## config.mk

```make
export PLATFORM = sky130hd
export DESIGN_NAME = alu_arbiter
export DESIGN_NICKNAME = d
export VERILOG_FILES = /design/src/rtl/alu_arbiter.sv
export SDC_FILE = /design/constraint.sdc
export NUM_CORES = 1
export LEC_CHECK = 0
export BUFFER_PORTS_ARGS = -buffer_cell sky130_fd_sc_hd__clkbuf_2
export CAP_MARGIN = 30
export CORE_AREA = 2 2 115 117
export CTS_CLUSTER_DIAMETER = 30
export DETAILED_ROUTE_END_ITERATION = 10
export DIE_AREA = 0 0 117 119
export PLACE_DENSITY_LB_ADDON = 0.2
export SETUP_SLACK_MARGIN = 0.02
export SLEW_MARGIN = 30
export SYNTH_ARGS = -nofsm -noshare
export SYNTH_HDL_FRONTEND = slang
export SYNTH_SLANG_ARGS = --single-unit
```

## constraint.sdc

```tcl
create_clock -name clk -period 3.6 [get_ports clk]
set_clock_uncertainty 0.15 [all_clocks]
set_input_delay 0 -clock clk [delete_from_list [all_inputs] [get_ports clk]]
set_output_delay 0 -clock clk [all_outputs]
set_load 0.005 [all_outputs]
```

## src/rtl/alu_arbiter.sv

```systemverilog
// -----------------------------------------------------------------------------
// alu_arbiter
//   Arbitrates two requesters onto one shared, purely combinational ALU.
//   A granted operation's result is captured on the issue edge. It is then
//   held in RspData/RspValid until the granted requester takes it. The
//   throughput limit is one operation per two cycles (IDLE -> RESP -> IDLE).
//
// Parameters
//   DATA_W  operand / result width
//   CNT_W   width of the completed-operation counter (wraps silently)
//
// Ports
//   clk, rst_n             clock, asynchronous active-low reset
//   ReqValid[1:0]          requester i presents an operation
//   ReqReady[1:0]          requester i's operation accepted this cycle
//   ReqA/ReqB[2*DATA_W]    operands, requester i in [i*DATA_W +: DATA_W]
//   ReqSel[7:0]            ALU select, requester i in [i*4 +: 4]
//   AluA/AluB/AluSel       drive the shared ALU (zero when not issuing)
//   AluResult              combinational ALU result for AluA/AluB/AluSel
//   RspValid[1:0]          one-hot: RspData belongs to requester i
//   RspReady[1:0]          requester i accepts the response
//   RspData                registered result shared by both requesters
//   OpCount                number of completed response handshakes
//
// Configuration
//   ALU_ARB_FIXED_PRIO_EN  when defined, requester 0 always wins contention
//                          and no last-grant state is kept. Otherwise the
//                          arbiter is round-robin.
// -----------------------------------------------------------------------------
module alu_arbiter #(
    parameter int DATA_W = 32,
    parameter int CNT_W  = 16
) (
    input  logic                  clk,
    input  logic                  rst_n,
    input  logic [1:0]            ReqValid,
    output logic [1:0]            ReqReady,
    input  logic [2*DATA_W-1:0]   ReqA,
    input  logic [2*DATA_W-1:0]   ReqB,
    input  logic [7:0]            ReqSel,
    output logic [DATA_W-1:0]     AluA,
    output logic [DATA_W-1:0]     AluB,
    output logic [3:0]            AluSel,
    input  logic [DATA_W-1:0]     AluResult,
    output logic [1:0]            RspValid,
    input  logic [1:0]            RspReady,
    output logic [DATA_W-1:0]     RspData,
    output logic [CNT_W-1:0]      OpCount
);

    typedef enum logic {
        S_IDLE = 1'b0,
        S_RESP = 1'b1
    } state_t;

    // Per-requester view of the packed request buses
    typedef struct packed {
        logic [DATA_W-1:0] a;
        logic [DATA_W-1:0] b;
        logic [3:0]        sel;
    } alu_req_t;

    alu_req_t [1:0]    w_req;

    state_t            r_state;
    state_t            w_state_nxt;
    logic [DATA_W-1:0] r_rsp_data;
    logic [1:0]        r_rsp_valid;
    logic [CNT_W-1:0]  r_op_count;

    logic              w_grant;      // index of the winning requester
    logic              w_issue;      // an operation is accepted this cycle
    logic              w_rsp_done;   // response handshake this cycle

    genvar gi;
    generate
        for (gi = 0; gi < 2; gi++) begin : g_unpack
            assign w_req[gi].a   = ReqA[gi*DATA_W +: DATA_W];
            assign w_req[gi].b   = ReqB[gi*DATA_W +: DATA_W];
            assign w_req[gi].sel = ReqSel[gi*4 +: 4];
        end
    endgenerate

    // ------------------------------------------------------------------
    // Grant selection
    // ------------------------------------------------------------------
`ifdef ALU_ARB_FIXED_PRIO_EN
    // Requester 0 wins whenever it is valid.
    assign w_grant = ~ReqValid[0];
`else
    logic r_last_grant;

    always_comb begin
        w_grant = 1'b0;
        case (ReqValid)
            2'b10:   w_grant = 1'b1;
            2'b11:   w_grant = ~r_last_grant;  // whoever did not win last time
            default: w_grant = 1'b0;
        endcase
    end

    // Reset value of 1 lets requester 0 win the first contention.
    always_ff @(posedge clk or negedge rst_n) begin
        if (!rst_n)
            r_last_grant <= 1'b1;
        else if (w_issue)
            r_last_grant <= w_grant;
    end
`endif

    // The state register is forced to IDLE asynchronously. rst_n is also
    // gated in here so that ReqReady cannot pulse while reset is held and
    // ReqValid is high.
    assign w_issue    = rst_n && (r_state == S_IDLE) && (|ReqValid);
    // Only the granted bit of RspReady counts. RspValid is one-hot, so the
    // AND masks off the other requester.
    assign w_rsp_done = (r_state == S_RESP) && (|(r_rsp_valid & RspReady));

    // ------------------------------------------------------------------
    // FSM next-state and outputs
    // ------------------------------------------------------------------
    always_comb begin
        w_state_nxt = r_state;
        ReqReady    = 2'b00;
        AluA        = '0;
        AluB        = '0;
        AluSel      = 4'b0000;
        case (r_state)
            S_IDLE: begin
                if (w_issue) begin
                    ReqReady[w_grant] = 1'b1;
                    AluA              = w_req[w_grant].a;
                    AluB              = w_req[w_grant].b;
                    AluSel            = w_req[w_grant].sel;
                    w_state_nxt       = S_RESP;
                end
            end
            S_RESP: begin
                // Requests are ignored here. A new grant can only happen
                // after returning to IDLE.
                if (w_rsp_done)
                    w_state_nxt = S_IDLE;
            end
            default: w_state_nxt = S_IDLE;
        endcase
    end

    // ------------------------------------------------------------------
    // State and response registers
    // ------------------------------------------------------------------
    always_ff @(posedge clk or negedge rst_n) begin
        if (!rst_n) begin
            r_state     <= S_IDLE;
            r_rsp_data  <= '0;
            r_rsp_valid <= 2'b00;
            r_op_count  <= '0;
        end else begin
            r_state <= w_state_nxt;
            if (w_issue) begin
                r_rsp_data  <= AluResult;
                r_rsp_valid <= w_grant ? 2'b10 : 2'b01;
            end
            if (w_rsp_done) begin
                r_rsp_valid <= 2'b00;
                r_op_count  <= r_op_count + CNT_W'(1);  // wraps to 0
            end
        end
    end

    assign RspValid = r_rsp_valid;
    assign RspData  = r_rsp_data;
    assign OpCount  = r_op_count;

endmodule
```

== Yosys cells after proc, flatten, opt, wreduce, memory -nomap -nowiden ==
Index checks and enable logic that the tools add are counted.
Word-level totals
  flip-flop bits (word level): 52
  input port bits: 174
  word-level logic and storage cells: 39
Cells by class
  equal/unequal tests: 2
  multiplexer cells: 19
  order comparisons: 2
  bitwise gates (word level): 3
  reduce and logical (&&, ||, !) cells: 7
  $add $sub $neg: 1
Operator list (number)
  68-bit two-way mux: 2
  32-bit two-way mux: 4
  16-bit by 1-bit adder with 16-bit output, second input constant: 1
  2-bit two-way mux: 5
  4-bit two-way mux: 2
  2-bit equality test, second input constant: 2
  1-bit logical AND: 4
  1-bit case mux with 2 select lines: 2
  2-bit OR reduction: 2
  1-bit two-way mux: 3
  2-bit AND: 1
  1-bit by 2-bit less-than comparator with 1-bit output, second input constant: 1
  1-bit inverter: 2
  2-bit nonzero test: 1
  1-bit demux with 1-bit select: 1
  1-bit >= comparator, second input constant: 1

== Depth between registers and ports, before layout ==
Gate-level depths: netlist (run 1).
  word-level depth: 8
  mapped depth: 6

== Worst setup path after synthesis (run 1) ==
OpenSTA, ideal clock, no wires.
  kind: register -> register
  start: reg r_state
  end: reg r_rsp_valid[0] (netlist: RspValid[0])
  buffers on the path: 2
  arrival time: 1.400 ns
  required time: 3.386 ns
  stages on the path, launching flop included: 7
  path slack: 1.986 ns
  cells stage by stage: dfrtp_1 -> nand2b_4 -> or2_1 -> buf_6 -> a21oi_4 -> buf_6 -> a31o_2
On the way
  word-level cells in the longest chain between the ends: 4
  elaborated cells on any way between the ends: 6
Ends and longest elaborated chain
  start: declaration: line 65  | state_t r_state;
  start signal: assignment: line 158  | r_state <= w_state_nxt;
  1-bit inverter
  1-bit logical AND (2 in series): line 114  | assign w_issue = rst_n && (r_state == S_IDLE) && (|ReqValid);
  2-bit nonzero test (no line)
  end signal: assignment: line 161  | r_rsp_valid <= w_grant ? 2'b10 : 2'b01;
  end: declaration: line 68  | logic [1:0] r_rsp_valid;
Parallel ways exist; a longest one is shown, timed or not.
A chain may end at the register's enable or synchronous reset.

== Worst setup path after layout (run 1) ==
  start: reg r_state
  end: out AluA[25]
On the way
  word-level cells in the longest chain between the ends: 5
Ends and longest elaborated chain
  1-bit inverter
  1-bit logical AND (2 in series): line 114
  32-bit two-way mux: line 130  | if (w_issue) begin
  32-bit two-way mux *: line 128  | case (r_state)
  end: declaration: line 41  | output logic [DATA_W-1:0] AluA,
Mark *: on every way between the ends. The rest lies on a longest branch, timed or not.

==> results.json, run 1 <==
{
  "status": "complete, but fails checks",
  "violations": "hold timing",
  "cp_common_cell": "buf_4",
  "crit_arrival_ns": 2.54,
  "hold_end": "r_state",
  "routedWlPerCell_um": 16.2,
  "worstSkewPairLatency_ns": 0.28,
  "grt_pass1_vias": 3527,
  "dieArea_mm2": 0.0139,
  "coreArea_mm2": 0.0129,
  "clockBufferDepth": 2,
  "cts.sinks": 52,
  "seq_area_frac_synth_pct": 46.8,
  "cellPowerDensity_mw_per_mm2": 536,
  "synth.top_cell.area_share_pct": 45.8,
  "clk_pin_slew_ns": 0.06,
  "grt_max_degree": 71,
  "via_per_inst": 4.32,
  "cts_htree_levels": 2,
  "drt-total-wl_um": 12900,
  "max-slew-margin-rel_pct": 51.4,
  "area_growth_syn_to_layout_pct": 77.6,
  "hold_viol_final": 1,
  "cap_violations": 0,
  "drc": 0,
  "rows": 42,
  "holdWs_ns": -0.00242,
  "fin_crit_sh_pct": 74.8,
  "reg2reg_from": "r_state",
  "swShare_pct": 34.4,
  "hpwl_um": 10500,
  "clockRootBuffer": "clkbuf_16",
  "crit_path_start_kind": "flop",
  "cts_tree": "built",
  "die_h_um": 119,
  "cp_max_fo": 70,
  "endpoint_kind": "output pin",
  "rr_worst_depth": 6,
  "syn_inst": 296,
  "drt_pass1_iterations": 4,
  "ys_ff_latch": 52,
  "cts_buffers": 5,
  "p_clk_share_pct": 21.4,
  "place_congestion": 0.823,
  "synth_top_area_cell": "dfrtp_1",
  "ant_nets": 0,
  "critPathLaunch": "r_state",
  "gr-total-overflow": 0,
  "cp_cell_sequence": "nand2b_4 > or2_1 > buf_4 > a21oi_4 > buf_4 > a22o_1 > clkbuf_2",
  "netlist_area_mm2": 0.00278,
  "max-vdd-ir-drop_mv": 0.282,
  "final_cell_mix": "293 x clkbuf_2, 107 x nand2_1, 68 x a22o_1",
  "synth_fp_nets": 471,
  "p_int_mw": 1.74,
  "fin_tns_setup_ns": 0,
  "combinationalPowerShare_pct": 42.0,
  "finalCriticalPeriod_ns": 2.69,
  "p_leak_nw": 2.87,
  "final_common_cell": "clkbuf_2",
  "holdCritPathClass": "in2reg",
  "setup_viol": 0,
  "whs_path_depth": 4,
  "grt_pass1_wl_um": 18700,
  "layout-drive-gt1-share_pct": 51.1,
  "r2r_end": "RspValid[0]",
  "antenna_found_initial": 7,
  "synth_cell_types": 23,
  "synth_top_cells_by_area": "dfrtp_1 46%, a22o_1 21%, nand2_1 14%",
  "io_pins": 294,
  "slowest_delay_ns": 0.58,
  "grt_usage_pct": 17.7,
  "slew_violations": 0,
  "critical_path_class": "reg2out",
  "port_buffers": 293,
  "worstHoldStart": "RspReady[1]",
  "timing.fmax_ghz": 0.371,
  "finalNetCount": 790,
  "die_w_um": 117,
  "start_util_pct": 21.6,
  "fillers": 1337,
  "via_count": 3452,
  "tightest_slew_ns": 0.729,
  "drt-initial-drc-count": 159,
  "worst_path_max_delay_cell": "buf_4",
  "cts_resized": 0,
  "rrSetupSlack_ns": 1.40,
  "seqPwrFrac_pct": 36.6,
  "power.switching_uw": 912,
  "ys.warnings.count": 0,
  "cp_data_required_time_ns": 3.45,
  "rsz0062_at_grt": "no",
  "synth.avg_cell_area_um2": 9.41
}
routing by layer:
layer  vias up  part of all wire (%)  track usage (%)
met5         -                     0                0
met4         0                   3.2             6.62
met3        19                   8.8             6.77
met2       159                    51             32.8
met1      1585                    37             17.5
li1       1689                     -                -
power groups by stage:
stage	sequential [mW]	combinational (mW)	clock, mW
3_5_place_dp	0.976	1.11	0
6_report	0.969	1.11	0.568
5_1_grt	1.00	1.25	0.612
2_1_floorplan	0.974	0.518	0
4_1_cts	0.974	1.13	0.590
3_3_place_gp	0.975	1.08	0
cells by family (layout without fill, tap and decap cells):
family | count (synthesis) | in the layout | synth area share [%]
buffers and inverters | 21 | 341 | 4.99
other | 0 | 7 | 0
adder cells (fa/ha/maj) | 1 | 1 | 0.449
flip-flops | 52 | 52 | 46.8
AND/OR/NAND/NOR | 134 | 134 | 19.9
AO/OA/AOI/OAI | 73 | 73 | 23.1
XOR/XNOR | 15 | 15 | 4.72
through the flow:
step	utilization, %	worst slack [ns]	cells	instance area [um2]	total power, mW
floorplan	-	1.99	296	2780	1.49
global placement	34.1	1.20	750	4390	2.06
detailed placement	34.3	1.19	751	4410	2.08
CTS	38.3	0.876	792	4930	2.70
global route	38.3	0.755	795	4930	2.87
finish	38.4	0.907	799	4940	2.65
synthesized netlist by cell type:
cell and count:
nand3_1 6, nor2b_1 1, a31o_2 2, dfstp_2 1, or2_1 1, nand4_1 4, xor2_1 6, nor3_1 3
ha_1 1, a22o_1 68, a21o_1 1, nor2_1 5, clkbuf_1 13, xnor2_1 9, buf_6 8, dfrtp_1 51
nor4_1 1, and3_1 4, nand2b_1 1, a21oi_4 1, a22oi_1 1, nand2b_4 1, nand2_1 107
critical path, delay by kind of cell (launching register included):
family                 cells  cell delay [ns]
buffers and inverters      3             0.98
AOI/OAI and AO/OA          2             0.44
DFF                        1             0.41
and+or+nand+nor            2             0.39
timing repair:
action | CTS | global route
hold buffers | 33 | 0
setup buffers | 0 | 0
endpoints found under the setup margin | 0 | 0
hold endpoints to repair | 83 | 0
worst max path at each step:
stage          cells after the start  slack, ns     endpoint
3_5_place_dp                       7       1.19     AluB[19]
2_1_floorplan                      6       1.99  RspValid[0]
6_report                           7       0.91     AluA[25]
4_1_cts                            7       0.88     AluB[19]
3_3_place_gp                       7       1.20     AluB[19]
5_1_grt                            7       0.75     AluB[19]
cell type report:
type / count / area, um2 / share of cell area, %
Antenna cell: 7 / 17.5 / 0.354
Clock buffer: 7 / 153 / 3.09
Clock inverter: 1 / 30.0 / 0.607
Multi-Input combinational cell: 223 / 1350 / 27.4
Sequential cell: 52 / 1300 / 26.3
Tap cell: 176 / 220 / 4.45
Timing Repair Buffer: 333 / 1870 / 37.8
registers in the layout, summed over array words and instances (netlist names):
register / cells
r_last_grant: 1
OpCount: 16
RspValid: 2
RspData: 32
r_state: 1
(Power assumes the default switching activity.)
==> run 2: changes to the inputs <==
- CORE_AREA: 2 2 115 117 -> 2 2 113 115
- DIE_AREA: 0 0 117 119 -> 0 0 115 117
- clock period: 3.6 -> 2.79 ns (I/O delays scaled with it)
==> run 2 against run 1 <==
  * The flow now finishes without violations
  * Critical path depth shrank 1
  * First-iteration DRC count increased by 2.5%
  * Sequential share of layout area increased by 0.50 points
  * Sequential power up 29%
  * Count of clock-buffer cells in the layout grew 1
  * Critical path type unchanged
  * Global-route usage decreased by 1.5 points
  * Cell area is 1.8% lower
  * Via count decreased by 0.38%
  * Worst setup slack got worse by 0.30 ns
==> results.json, run 2 (synthesis results as in run 1) <==
{
  "seqPwrFrac_pct": 37.8,
  "tightest_slew_ns": 0.658,
  "cts.sinks": 52,
  "start_util_pct": 22.6,
  "cts_buffers": 5,
  "fin_cells": 769,
  "max-slew-margin-rel_pct": 56.1,
  "drt-total-wl_um": 12000,
  "p_clk_share_pct": 18.6,
  "dp_slack_ns": 0.932,
  "worstSkewPairLatency_ns": 0.29,
  "design_power_total_mw": 3.29,
  "power.switching_mw": 1.17,
  "via_count": 3439,
  "cp_max_fo": 40,
  "antenna_found_initial": 2,
  "cp_data_required_time_ns": 2.64,
  "timing.fmax_ghz": 0.457,
  "regArea_mm2": 0.00130,
  "crit_path_start_kind": "flop",
  "hpwl_um": 9510,
  "p_leak_nw": 2.85,
  "largest_register_ffs": 32,
  "rrSetupSlack_ns": 0.96,
  "grt_pass1_wl_um": 16900,
  "cts_resized": 0,
  "rr_worst_depth": 5,
  "finalCriticalPeriod_ns": 2.19,
  "worstHoldStart": "RspReady[0]",
  "ant_nets": 0,
  "multi_input_area_mm2": 0.00135,
  "status": "finished clean",
  "finalNetCount": 791,
  "cellPowerDensity_mw_per_mm2": 678,
  "swShare_pct": 35.6,
  "hold_viol_final": 0,
  "cap_violations": 0,
  "port_buffers": 293,
  "max-vdd-ir-drop_mv": 0.408,
  "layout-drive-gt1-share_pct": 50.7,
  "r2r_end": "OpCount[10]",
  "area_growth_syn_to_layout_pct": 74.3,
  "fin_crit_sh_pct": 78.4,
  "fillers": 1291,
  "grt_usage_pct": 16.2,
  "clockRootBuffer": "clkbuf_16",
  "clockBufferDepth": 2,
  "cts_hold_buf": 34,
  "critPathLaunch": "r_state",
  "slew_violations": 0,
  "final_cell_mix": "293 x clkbuf_2, 107 x nand2_1, 68 x a22o_1",
  "drt_pass1_iterations": 4,
  "fin_tns_setup_ns": 0,
  "cts_htree_levels": 2,
  "via_per_inst": 4.47,
  "setup_viol": 0,
  "rsz0062_at_grt": "no",
  "whs_path_depth": 4,
  "place_congestion": 0.868,
  "cts_tree": "built",
  "critical_path_class": "reg2out",
  "crit_arrival_ns": 2.04,
  "gr-total-overflow": 0,
  "io_pins": 294,
  "reg2reg_from": "OpCount[0]",
  "holdCritPathClass": "in2reg",
  "endpoint_kind": "output pin",
  "die_h_um": 117,
  "die_w_um": 115,
  "coreArea_mm2": 0.0123,
  "fin_ws_ns": 0.602,
  "rows": 41,
  "hold_end": "r_state",
  "drc": 0,
  "final_common_cell": "clkbuf_2",
  "grt_pass1_vias": 3254,
  "p_int_mw": 2.12,
  "combinationalPowerShare_pct": 43.5,
  "drt-initial-drc-count": 163,
  "grt_max_degree": 53,
  "dieArea_mm2": 0.0135,
  "cts_setup_buffers": 0,
  "dpl.cell_count": 725,
  "routedWlPerCell_um": 15.6,
  "clk_pin_slew_ns": 0.06
}
[run 2: routing by layer]
metal | track usage, % | vias to the layer above | wire length (um)
met5 | 0 | - | 0
met4 | 6.51 | 0 | 357
met3 | 4.22 | 23 | 876
met2 | 30.5 | 156 | 6250
met1 | 17.2 | 1577 | 4480
li1 | - | 1683 | -
[run 2: power by group through the flow]
| stage | Combinational, mW | Clock (mW) | Sequential [mW] |
|---|---|---|---|
| 6_report | 1.43 | 0.614 | 1.25 |
| 4_1_cts | 1.45 | 0.647 | 1.24 |
| 5_1_grt | 1.62 | 0.671 | 1.28 |
| 3_3_place_gp | 1.40 | 0 | 1.24 |
| 2_1_floorplan | 0.669 | 0 | 1.26 |
| 3_5_place_dp | 1.42 | 0 | 1.25 |
[run 2: cell type report]
| cell class | instances | share of cell area (%) |
|---|---|---|
| diodes | 2 | 0.103 |
| well taps | 150 | 3.87 |
| multi-input cells | 223 | 27.9 |
| repair buffers | 334 | 38.3 |
| flip-flops and latches | 52 | 26.8 |
| clock buffers | 8 | 3.02 |
[run 2: how the worst max path moves through the flow]
stage / end / slack (ns) / depth (start not counted)
3_3_place_gp: AluB[9] / 0.98 / 6
6_report: AluB[21] / 0.60 / 6
2_1_floorplan: RspValid[0] / 1.18 / 6
5_1_grt: AluB[21] / 0.50 / 6
3_5_place_dp: AluB[21] / 0.93 / 6
4_1_cts: AluB[21] / 0.60 / 6
[run 2: metrics by stage]
| step | hold slack (ns) | utilization (%) | instance area, um2 |
|---|---|---|---|
| 3_5_place_dp | 0.0435 | 35.4 | 4360 |
| 5_1_grt | 0.0535 | 39.4 | 4850 |
| 2_1_floorplan | -0.446 | - | 2780 |
| 3_3_place_gp | 0.0395 | 35.4 | 4360 |
| 4_1_cts | 0.00790 | 39.4 | 4850 |
| 6_report | 0.00974 | 39.4 | 4850 |
[run 2: worst max-delay path, stage by stage, from the launching register on]
cell and delay, ns:
dfrtp_1 0.42, nand2b_4 0.18, or2_1 0.27, a21oi_4 0.13, buf_4 0.38, a22o_1 0.23
clkbuf_2 0.13
==> run 3: changes to the inputs <==
- ABC_AREA: default -> 1
- CORE_AREA: 2 2 113 115 -> 2 2 115 117
- DIE_AREA: 0 0 115 117 -> 0 0 117 119
- clock period: 2.79 -> 2.1 ns (I/O delays scaled with it)
==> run 3 against run 2 <==
  * Critical path depth grew 3
  * First-iteration DRC count up 12%
  * Count of clock-buffer cells in the layout is 1 lower
  * Routed wire length is 2.8% higher
  * Cell count up 27%
  * Die area is 3.5% higher
  * Cell area is 8.1% higher
  * Register-to-register slack lost 0.49 ns
  * Sequential share of layout area is 2.0 points lower
  * Largest cell class unchanged
==> results.json, run 3 <==
{
  "status": "finished clean",
  "cts_htree_levels": 2,
  "cp_max_fo": 13,
  "syn_inst": 474,
  "cts_setup_buffers": 0,
  "synth_flop_cell": "dfrtp_1",
  "dieArea_mm2": 0.0139,
  "wl_met2_um": 6120,
  "final_common_cell": "nand2_1",
  "gr-total-overflow": 0,
  "synth_adder_area_share_pct": 0.414,
  "cellPowerDensity_mw_per_mm2": 425,
  "seqPwrFrac_pct": 44.9,
  "async_flop_share_pct": 100,
  "finalNetCount": 973,
  "wl_met3_um": 846,
  "rows": 42,
  "slowest_delay_ns": 0.55,
  "finalCriticalPeriod_ns": 1.96,
  "cts.sinks": 52,
  "synth-edff-count": 0,
  "grt_max_degree": 71,
  "max-slew-margin-rel_pct": 54.9,
  "synth_top_cells_by_area": "dfrtp_1 42%, nand2_1 42%, buf_2 2.5%",
  "cp_num_cells": 9,
  "cp_data_required_time_ns": 1.95,
  "diodes": 0,
  "synth_xor_area_share_pct": 2.90,
  "timing.fmax_ghz": 0.509,
  "p_clk_share_pct": 44.5,
  "cts_buffers": 5,
  "drc": 0,
  "rr_worst_depth": 4,
  "die_w_um": 117,
  "tightest_slew_ns": 0.676,
  "design_area_mm2": 0.00525,
  "design_power_total_mw": 2.23,
  "synth.top_cell.area_share_pct": 42.2,
  "multi_input_area_mm2": 0.00153,
  "place_area_mm2": 0.00470,
  "synth_fp_nets": 649,
  "grt_pass1_vias": 3670,
  "slew_violations": 0,
  "crit_path_start_kind": "input pin",
  "area_growth_syn_to_layout_pct": 73.6,
  "start_util_pct": 23.5,
  "clk_pin_slew_ns": 0.07,
  "hpwl_um": 9720,
  "ant_nets": 0,
  "routedWlPerCell_um": 12.6,
  "place_congestion": 0.801,
  "holdWs_ns": 0.0161,
  "swShare_pct": 19.9,
  "largest_register_ffs": 32,
  "p_int_mw": 1.78,
  "worst_path_max_delay_cell": "dlygate4sd3_1",
  "ys.warnings.count": 0,
  "critical_path_class": "in2out",
  "combinationalPowerShare_pct": 10.6,
  "ys_ff_latch": 52,
  "holdCritPathClass": "in2reg",
  "die_h_um": 119,
  "fin_crit_sh_pct": 93.5,
  "grt_usage_pct": 16.8,
  "cap_violations": 0,
  "critPathTopFamily": "buffers and inverters",
  "endpoint_kind": "output pin",
  "crit_arrival_ns": 1.81,
  "via_count": 3967,
  "synth_cell_types": 21,
  "via_per_inst": 4.07,
  "synth_compound_area_share_pct": 0.786,
  "whs_path_depth": 5,
  "setup_viol": 0,
  "synth_simple_gate_area_share_pct": 46.6,
  "fillers": 1357,
  "layout-drive-gt1-share_pct": 39.5,
  "m1WireLength_um": 5110,
  "top_layer_used": "met4",
  "fin_tns_setup_ns": 0,
  "worstSkewPairLatency_ns": 0.29,
  "seq_area_frac_synth_pct": 43.1,
  "synth_top_area_cell": "dfrtp_1",
  "drt-initial-drc-count": 183,
  "clockBufferDepth": 2,
  "clockRootBuffer": "clkbuf_16",
  "coreArea_mm2": 0.0129,
  "drt_pass1_iterations": 4,
  "cp_cell_sequence": "dlygate4sd3_1 > clkbuf_2 > a21oi_1 > nand2_1 > inv_2 > buf_4 > nand2_1 > nand2_1 > clkbuf_2",
  "hold_viol_final": 0,
  "cts_tree": "built",
  "synthTopCellsByCount": "339 x nand2_1, 51 x dfrtp_1, 17 x inv_1",
  "cp_common_cell": "nand2_1",
  "rsz0062_at_grt": "no",
  "port_buffers": 293,
  "muxShareOfSynthArea_pct": 0,
  "regArea_mm2": 0.00130,
  "antenna_found_initial": 0,
  "path_buf_inv": 5,
  "synth_top_family_by_area": "simple AND/OR/NAND/NOR gates",
  "final_cell_mix": "339 x nand2_1, 293 x clkbuf_2, 51 x dfrtp_1",
  "synth.avg_cell_area_um2": 6.38,
  "power.switching_uw": 443,
  "p_leak_nw": 3.38,
  "grt_pass1_wl_um": 18300,
  "yosysMostFrequentCell": "nand2_1",
  "io_pins": 294,
  "drt-total-wl_um": 12300,
  "netlist_area_mm2": 0.00302,
  "max-vdd-ir-drop_mv": 0.466
}
==> run 3: layout make-up <==
type                       instances  share of cell area, %
clock buffer                       7                   2.91
clock inverter                     1                  0.572
inverter                          20                   1.43
multi-input combinational        381                   29.2
sequential                        52                   24.8
tap                              176                   4.20
timing repair buffer             338                   36.9
==> run 3: final timing paths <==
path / endpoint / start / slack (ns)
max: AluA[14] / ReqValid[0] / 0.14
min: RspValid[1] / ReqValid[1] / 0.02
max reg2reg: r_last_grant / r_last_grant / 0.47
min reg2reg: r_last_grant / r_last_grant / 0.32
max in group asynchronous: RspData[9] / rst_n / 1.05
min in group asynchronous: OpCount[14] / rst_n / 0.30
==> run 3: worst reg2reg max path: stages, from the launching register on <==
cell and delay, ns:
dfstp_2 0.37, a21oi_1 0.27, nand2_1 0.15, dlygate4sd3_1 0.57, nand2_1 0.06
==> run 3: repair_timing <==
action                    4_1_cts  5_1_grt
hold endpoints to repair       85        0
hold buffers                   37        0
gates resized for setup         0        0
==> run 3: per-stage QoR <==
stage / setup slack (ns) / std cells / utilization [%]
6_report: 0.137 / 975 / 40.8
5_1_grt: 0.0319 / 975 / 40.8
4_1_cts: 0.146 / 975 / 40.8
3_5_place_dp: 0.459 / 930 / 36.5
3_3_place_gp: 0.487 / 930 / 36.5
2_1_floorplan: 0.717 / 474 / -
==> run 3: power by group through the flow <==
| stage | Sequential, mW | Clock [mW] | Combinational [mW] |
|---|---|---|---|
| final | 1.00 | 0.991 | 0.236 |
| after global routing | 1.00 | 1.05 | 0.263 |
| after CTS | 1.00 | 1.02 | 0.238 |
| after detailed placement | 1.02 | 0 | 0.187 |
| after global placement | 1.02 | 0 | 0.188 |
| after floorplan | 1.02 | 0 | 0.00260 |
==> run 3: cells by family after synthesis <==
family / count (synthesis)
buf+inv: 41
xor+xnor: 10
simple gates: 366
compound gates: 4
flops: 52
fa+ha+maj: 1
==> run 3: routing by layer <==
layer	up-vias	GRT usage (%)
li1	2059	-
met1	1731	21.1
met2	161	29.7
met3	16	2.85
met4	0	4.19
met5	-	0
